**src/rtl/hamming_secded_encoder.sv**
```systemverilog
// Two-stage valid/ready SECDED encoder: 26 data bits -> 32-bit codeword (Hamming positions 1..31, overall parity at bit 0).
// Optional build macro HAMMING_ERR_INJECT_EN adds single-bit fault injection (inj_en, inj_pos, inj_cnt).
module hamming_secded_encoder #(
    parameter int CNT_W = 16
) (
    input  logic             clk,
    input  logic             rst,
    input  logic             in_valid,
    output logic             in_ready,
    input  logic [25:0]      data_in,
    output logic             out_valid,
    input  logic             out_ready,
    output logic [31:0]      code_out,
    output logic [CNT_W-1:0] word_cnt
`ifdef HAMMING_ERR_INJECT_EN
    ,
    input  logic             inj_en,
    input  logic [4:0]       inj_pos,
    output logic [CNT_W-1:0] inj_cnt
`endif
);

    localparam logic [CNT_W-1:0] CNT_MAX = {CNT_W{1'b1}};
    localparam logic [CNT_W-1:0] CNT_ONE = {{(CNT_W-1){1'b0}}, 1'b1};

    // Scatter data into non-power-of-two positions, then fill check bits and overall parity.
    function automatic logic [31:0] secded_encode(input logic [25:0] d);
        logic [31:0] c;
        logic        p;
        int          j;
        c = 32'h0000_0000;
        j = 0;
        for (int i = 3; i < 32; i++) begin
            if ((i & (i - 1)) != 0) begin
                c[i] = d[j];
                j++;
            end
        end
        for (int k = 0; k < 5; k++) begin
            p = 1'b0;
            for (int i = 3; i < 32; i++) begin
                if ((((i >> k) & 1) == 1) && (i != (1 << k))) begin
                    p = p ^ c[i];
                end
            end
            c[1 << k] = p;
        end
        c[0] = ^c[31:1];
        return c;
    endfunction

    logic             s1_valid_q, s1_valid_d;
    logic [25:0]      s1_data_q,  s1_data_d;
    logic             out_valid_q, out_valid_d;
    logic [31:0]      code_q,     code_d;
    logic [CNT_W-1:0] word_cnt_q, word_cnt_d;
    logic             adv_s;
    logic             in_ready_s;
    logic [31:0]      enc_s;
    logic [31:0]      flip_s;
    logic             inj_hit_s;
`ifdef HAMMING_ERR_INJECT_EN
    logic [CNT_W-1:0] inj_cnt_q, inj_cnt_d;
`endif

    assign adv_s      = !out_valid_q || out_ready;
    assign in_ready_s = !s1_valid_q || adv_s;
    assign enc_s      = secded_encode(s1_data_q);

`ifdef HAMMING_ERR_INJECT_EN
    assign inj_hit_s = inj_en;
    assign flip_s    = inj_en ? (32'h0000_0001 << inj_pos) : 32'h0000_0000;
`else
    assign inj_hit_s = 1'b0;
    assign flip_s    = 32'h0000_0000;
`endif

    // Next-state logic for both pipeline stages and the counters.
    always_comb begin
        s1_valid_d  = s1_valid_q;
        s1_data_d   = s1_data_q;
        out_valid_d = out_valid_q;
        code_d      = code_q;
        word_cnt_d  = word_cnt_q;
`ifdef HAMMING_ERR_INJECT_EN
        inj_cnt_d   = inj_cnt_q;
`endif
        if (in_ready_s) begin
            s1_valid_d = in_valid;
        end else begin
            s1_valid_d = s1_valid_q;
        end
        if (in_valid && in_ready_s) begin
            s1_data_d = data_in;
        end else begin
            s1_data_d = s1_data_q;
        end
        if (adv_s) begin
            out_valid_d = s1_valid_q;
            code_d      = enc_s ^ flip_s;
        end else begin
            out_valid_d = out_valid_q;
            code_d      = code_q;
        end
        if (out_valid_q && out_ready && (word_cnt_q != CNT_MAX)) begin
            word_cnt_d = word_cnt_q + CNT_ONE;
        end else begin
            word_cnt_d = word_cnt_q;
        end
`ifdef HAMMING_ERR_INJECT_EN
        if (adv_s && s1_valid_q && inj_hit_s && (inj_cnt_q != CNT_MAX)) begin
            inj_cnt_d = inj_cnt_q + CNT_ONE;
        end else begin
            inj_cnt_d = inj_cnt_q;
        end
`endif
    end

    // State registers with synchronous reset.
    always_ff @(posedge clk) begin
        if (rst) begin
            s1_valid_q  <= 1'b0;
            s1_data_q   <= 26'h000_0000;
            out_valid_q <= 1'b0;
            code_q      <= 32'h0000_0000;
            word_cnt_q  <= {CNT_W{1'b0}};
`ifdef HAMMING_ERR_INJECT_EN
            inj_cnt_q   <= {CNT_W{1'b0}};
`endif
        end else begin
            s1_valid_q  <= s1_valid_d;
            s1_data_q   <= s1_data_d;
            out_valid_q <= out_valid_d;
            code_q      <= code_d;
            word_cnt_q  <= word_cnt_d;
`ifdef HAMMING_ERR_INJECT_EN
            inj_cnt_q   <= inj_cnt_d;
`endif
        end
    end

    assign in_ready  = in_ready_s;
    assign out_valid = out_valid_q;
    assign code_out  = code_q;
    assign word_cnt  = word_cnt_q;
`ifdef HAMMING_ERR_INJECT_EN
    assign inj_cnt   = inj_cnt_q;
`endif

endmodule

```
**config.mk**
```make
export PLATFORM = sky130hd
export DESIGN_NAME = hamming_secded_encoder
export DESIGN_NICKNAME = d
export VERILOG_FILES = /design/src/rtl/hamming_secded_encoder.sv
export SDC_FILE = /design/constraint.sdc
export NUM_CORES = 1
export LEC_CHECK = 0
export CORE_MARGIN = 3
export CORE_UTILIZATION = 45
export CTS_CLUSTER_DIAMETER = 200
export DETAILED_ROUTE_END_ITERATION = 16
export GPL_TIMING_DRIVEN = 0
export MAX_ROUTING_LAYER = met4
export PLACE_DENSITY = 0.83
export SYNTH_ARGS = -nofsm -noshare
export SYNTH_HDL_FRONTEND = slang
export SYNTH_SLANG_ARGS = --single-unit
```
**constraint.sdc**
```tcl
create_clock -name clk -period 2.1 [get_ports clk]
set_clock_uncertainty 0.1 [all_clocks]
set_input_delay 0.21 -clock clk [delete_from_list [all_inputs] [get_ports clk]]
set_output_delay 0.21 -clock clk [all_outputs]
set_load 0.01 [all_outputs]
```
Yosys cells after proc, flatten, opt, wreduce, memory -nomap -nowiden. Cells that the tools add are included.

Output and inout port bits: 50. Register bits after elaboration: 76. Logic and storage cells: 85. Bits of input ports: 30.

Bitwise operators: 70. Add/sub/neg operators: 1. Reduce and logical (&&, ||, !) cells: 8. Eq/ne operators: 1.

Operator list (count): $xor 1x1->1 (70); $reduce_xor 31->1 (1); $add 16x1->16 const B (1); $ne 16x16->1 const B (1); $logic_and 1x1->1 (3); $logic_not 1->1 (2); $logic_or 1x1->1 (2).

Logic depth before layout (Yosys ltp).
Depth in word-level cells: 15. Gate-level depth with buffers: 8. Mapped depth without buffers: 6.

Worst setup path after synthesis. Ideal clock, no wire load.

Kind: reg2reg. From: register s1_data_q[2]. To: register code_q[0], in the netlist code_out[0]. Required time: 1.916 ns. Path slack: 0.017 ns. Stages on the path, launching flop included: 7. Data arrival time: 1.899 ns. Clock period less this slack: 2.083 ns. Library setup time: 0.084 ns. Path buffers: 0. Cells stage by stage: dfxtp_1 -> xnor3_1 -> xnor3_4 -> xnor2_2 -> xnor3_1 -> xnor2_1 -> o31ai_2.

Longest elaborated chain between the ends: 15. Elaborated cells on any way between the ends: 29. Those cells by class: bitwise (28); reduce/logical (1).

Ends and longest elaborated chain: start, declared (line 53) `logic [25:0] s1_data_q, s1_data_d;`; start signal, assigned (line 132) `s1_data_q <= s1_data_d;`; $xor 1x1->1 (14 in series) (line 43) `p = p ^ c[i];`; $reduce_xor 31->1 * (line 48) `c[0] = ^c[31:1];`; end signal, assigned (line 134) `code_q <= code_d;`; end, declared (line 55) `logic [31:0] code_q, code_d;`.

Every way passes the cells marked *; elsewhere a longest branch is shown, timed or not. A chain may end at the register's enable or synchronous reset.

Worst setup path after layout.
From: register s1_data_q[3]. To: register code_q[0], in the netlist code_out[0].

Longest elaborated chain between the ends: 14. Elaborated cells on any way between the ends: 40. Those cells by class: bitwise (39); reduce/logical (1).

Ends and longest elaborated chain (line): $xor 1x1->1 (13 in series) (43); $reduce_xor 31->1 * (48).

Marks and branches as above.

==> results.tsv <==
stage	metric	value	unit
worst_setup_path	critPathMaxStageDelay	0.48	ns
layout	final_common_cell	nand2_1	
timing	final_max_slew_viol_count	0	
clock_network	clock_sinks	76	
outcome	status	finished, violations left	
logic_synthesis	yosys_warnings	0	
placed_design	port_buffers	78	
global_route	grt_pass1_wl	13900	um
clock_network	htree_levels	3	
clock_network	clk_latency	0.35	ns
global_route	grt_max_degree	13	
logic_synthesis	seq_area_frac_synth	45.5	%
layout	nNetsFinal	515	
worst_setup_path	cp_data_required_time	2.27	ns
die	row_count	30	
timing	rsz0062_at_grt	true	
global_route	antenna_found_initial	0	
route	drt-initial-drc-count	136	
timing	max_freq	461	MHz
die	die_x	92.2	um
timing	slew_headroom	61.0	%
die	dieArea	8500	um^2
logic_synthesis	ys.flop_type	dfxtp_1	
layout	fin_area	4590	um^2
flow_run	cap_viol_max_count	0	
placed_design	place_ws	-0.450	ns
worst_setup_path	path_delay_family	XOR/XNOR gates	
global_route	grt_pass1_vias	2936	
placed_design	gp_congestion	0.846	
clock_network	cts_max_path_buffers	2	
die	core-area	6980	um^2
layout	mostFrequentLayoutCells	120 x nand2_1, 78 x clkdlybuf4s50_1, 66 x dfxtp_1, 59 x a21oi_1, 29 x xnor2_1	
route	route.detailed.drc	0	
placed_design	dp_hpwl	5990	um
logic_synthesis	synth_largest_area_cell	dfxtp_1	
timing	fin_crit_sh	103	%
route	routed_wl	8570	um
clock_network	clkTransAtPathRegs	0.08	ns
route	drt_first_pass_iters	4	
timing	setup_tns	-0.0679	ns
power_and_ir_drop	p_leak	1.71	nW
worst_setup_path	crit_slowest_cell	xnor3_2	
worst_setup_path	crit_type	flip-flop to flip-flop	
power_and_ir_drop	max-vdd-ir-drop	0.568	mV
logic_synthesis	syn-cell-area	3340	um^2
worst_setup_path	crit_buf_inv	0	
logic_synthesis	synth_edf_count	0	
power_and_ir_drop	powerDensity	867	nW/um^2
hold_path	hp-class	input pin to flip-flop	
timing	layout_setup_ws	-0.0679	ns
timing	final-setup-viol-count	1	
worst_setup_path	critical_path.max_fanout	4	
layout	drive_above_1_share	10.0	%
placed_design	dpl_cell_area	4240	um^2
worst_setup_path	cp.arrival	2.34	ns
logic_synthesis	syn_nets	421	
logic_synthesis	syn_avg_cell_area	8.57	um^2
timing	hold_violations	0	
worst_setup_path	path_cells	xnor3_2 > xnor2_4 > xnor2_2 > xnor3_1 > xnor2_2 > o31ai_2	
die	die_h	92.2	um
clock_network	clockRootBuffer	clkbuf_8	
die	initial_utilization	47.9	%
clock_network	numCtsBuffers	9	
worst_setup_path	setup.worst_path.start_class	flip-flop	
logic_synthesis	synth_cell_types	28	
layout	antenna_cells	0	
clock_network	cts_tree	done	
route	vias_per_cell	5.16	
die	boundaryPins	80	
route	via_count	3015	
layout	syn_to_final_growth	37.4	%
logic_synthesis	synth_area_leaders	dfxtp_1 46%, nand2_1 13%, a21oi_1 9.0%	
global_route	grtUsageTotal	21.1	%
timing	period_minus_slack	2.17	ns
timing	worst_pin_slew	0.576	ns
route	wl_per_cell	14.7	um
route	drtAntennaViolNets	0	
logic_synthesis	synth_top_area_share	45.5	%
outcome	violations	setup timing	
worst_setup_path	crit_top_cell	xnor2_2	
logic_synthesis	ys_seq_elements	76	
logic_synthesis	postSynthCellCount	390	
logic_synthesis	async_flop_share	0	%
global_route	overflow	0	
worst_setup_path	worstSetupEndpointType	flip-flop	
==> cells by family (layout without fill, tap and decap cells) <==
logic type                 after synthesis  after routing  synth area share (%)
and+or+nand+nor                        170            170                  21.2
DFF                                     76             76                  45.5
adders and majority gates                1              1                 0.374
buffers and inverters                   22            120                  2.47
xor gates and xnor gates                57             57                  20.4
muxes                                    1              1                 0.300
AOI/OAI and AO/OA                       63             63                  9.77
==> Yosys cell counts (all sizes together), types with 2 or more instances <==
library cell,instances
xnor2,35
xor2,11
xnor3,9
a21oi,60
and3,4
xor3,2
nand3,6
clkbuf,21
nor2,22
and4,4
nand4,6
nor3,3
nand2,120
dfxtp,76
==> repair_timing <==
item / 4_1_cts / 5_1_grt
gates cloned: 0 / 0
buffers inserted: 5 / 1
resized for setup: 16 / 14
pin swaps: 7 / 1
hold buffers: 0 / 0
endpoints found under the setup margin: 22 / 23
==> power by group <==
part           switching [mW]  internal, mW  leakage (nW)
combinational           0.464         0.646         0.977
clock                   0.519         0.725         0.111
sequential             0.0810          1.54         0.626
total                    1.06          2.91          1.71
==> flip-flops by register name, summed over array words and instances, names as in the netlist <==
signal / cells
word_cnt: 16
out_valid: 1
code_out: 32
s1_valid_q: 1
s1_data_q: 26
==> metrics by stage <==
stage	std cells	hold WS, ns	utilization [%]	total power [mW]
after global routing	584	0.302	65.8	4.13
after global placement	564	0.342	60.8	2.58
after CTS	584	0.295	65.1	3.93
final	584	0.303	65.8	3.98
after floorplan	390	0.227	-	2.29
after detailed placement	564	0.346	60.8	2.61
==> tightest hold or removal path: cells and delay by family <==
family                 cells  cell delay, ns
buffers and inverters      1            0.40
AND/OR/NAND/NOR            1            0.06
AO/OA/AOI/OAI              1            0.05
==> final timing paths <==
path	cells after the start	slack, ns	start	to
setup / recovery	6	-0.07	s1_data_q[3]$_SDFFE_PP0P_	code_out[0]$_SDFFE_PP0P_
hold / removal	3	0.30	data_in[18]	s1_data_q[18]$_SDFFE_PP0P_
setup reg to reg	6	-0.07	s1_data_q[3]$_SDFFE_PP0P_	code_out[0]$_SDFFE_PP0P_
hold reg to reg	2	0.35	code_out[30]$_SDFFE_PP0P_	code_out[30]$_SDFFE_PP0P_
==> cell type report <==
cell class	count	area, um^2
multi-input cells	292	1800
plain buffers	20	82.6
clock inverters	4	72.6
fillers	564	2390
well taps	96	120
inverters	1	3.75
flip-flops and latches	76	1540
repair buffers	84	826
clock buffers	11	151
==> routing by layer <==
metal / track usage (%) / vias to the layer above / wire length (um) / share of wire (%)
met2: 33.8 / 100 / 4210 / 49
met1: 26.1 / 1430 / 3730 / 44
met3: 4.59 / 16 / 441 / 5.1
met4: 8.17 / 0 / 191 / 2.2
met5: - / - / 0 / 0
li1: - / 1469 / - / -
Power figures use the tool's default switching activity.
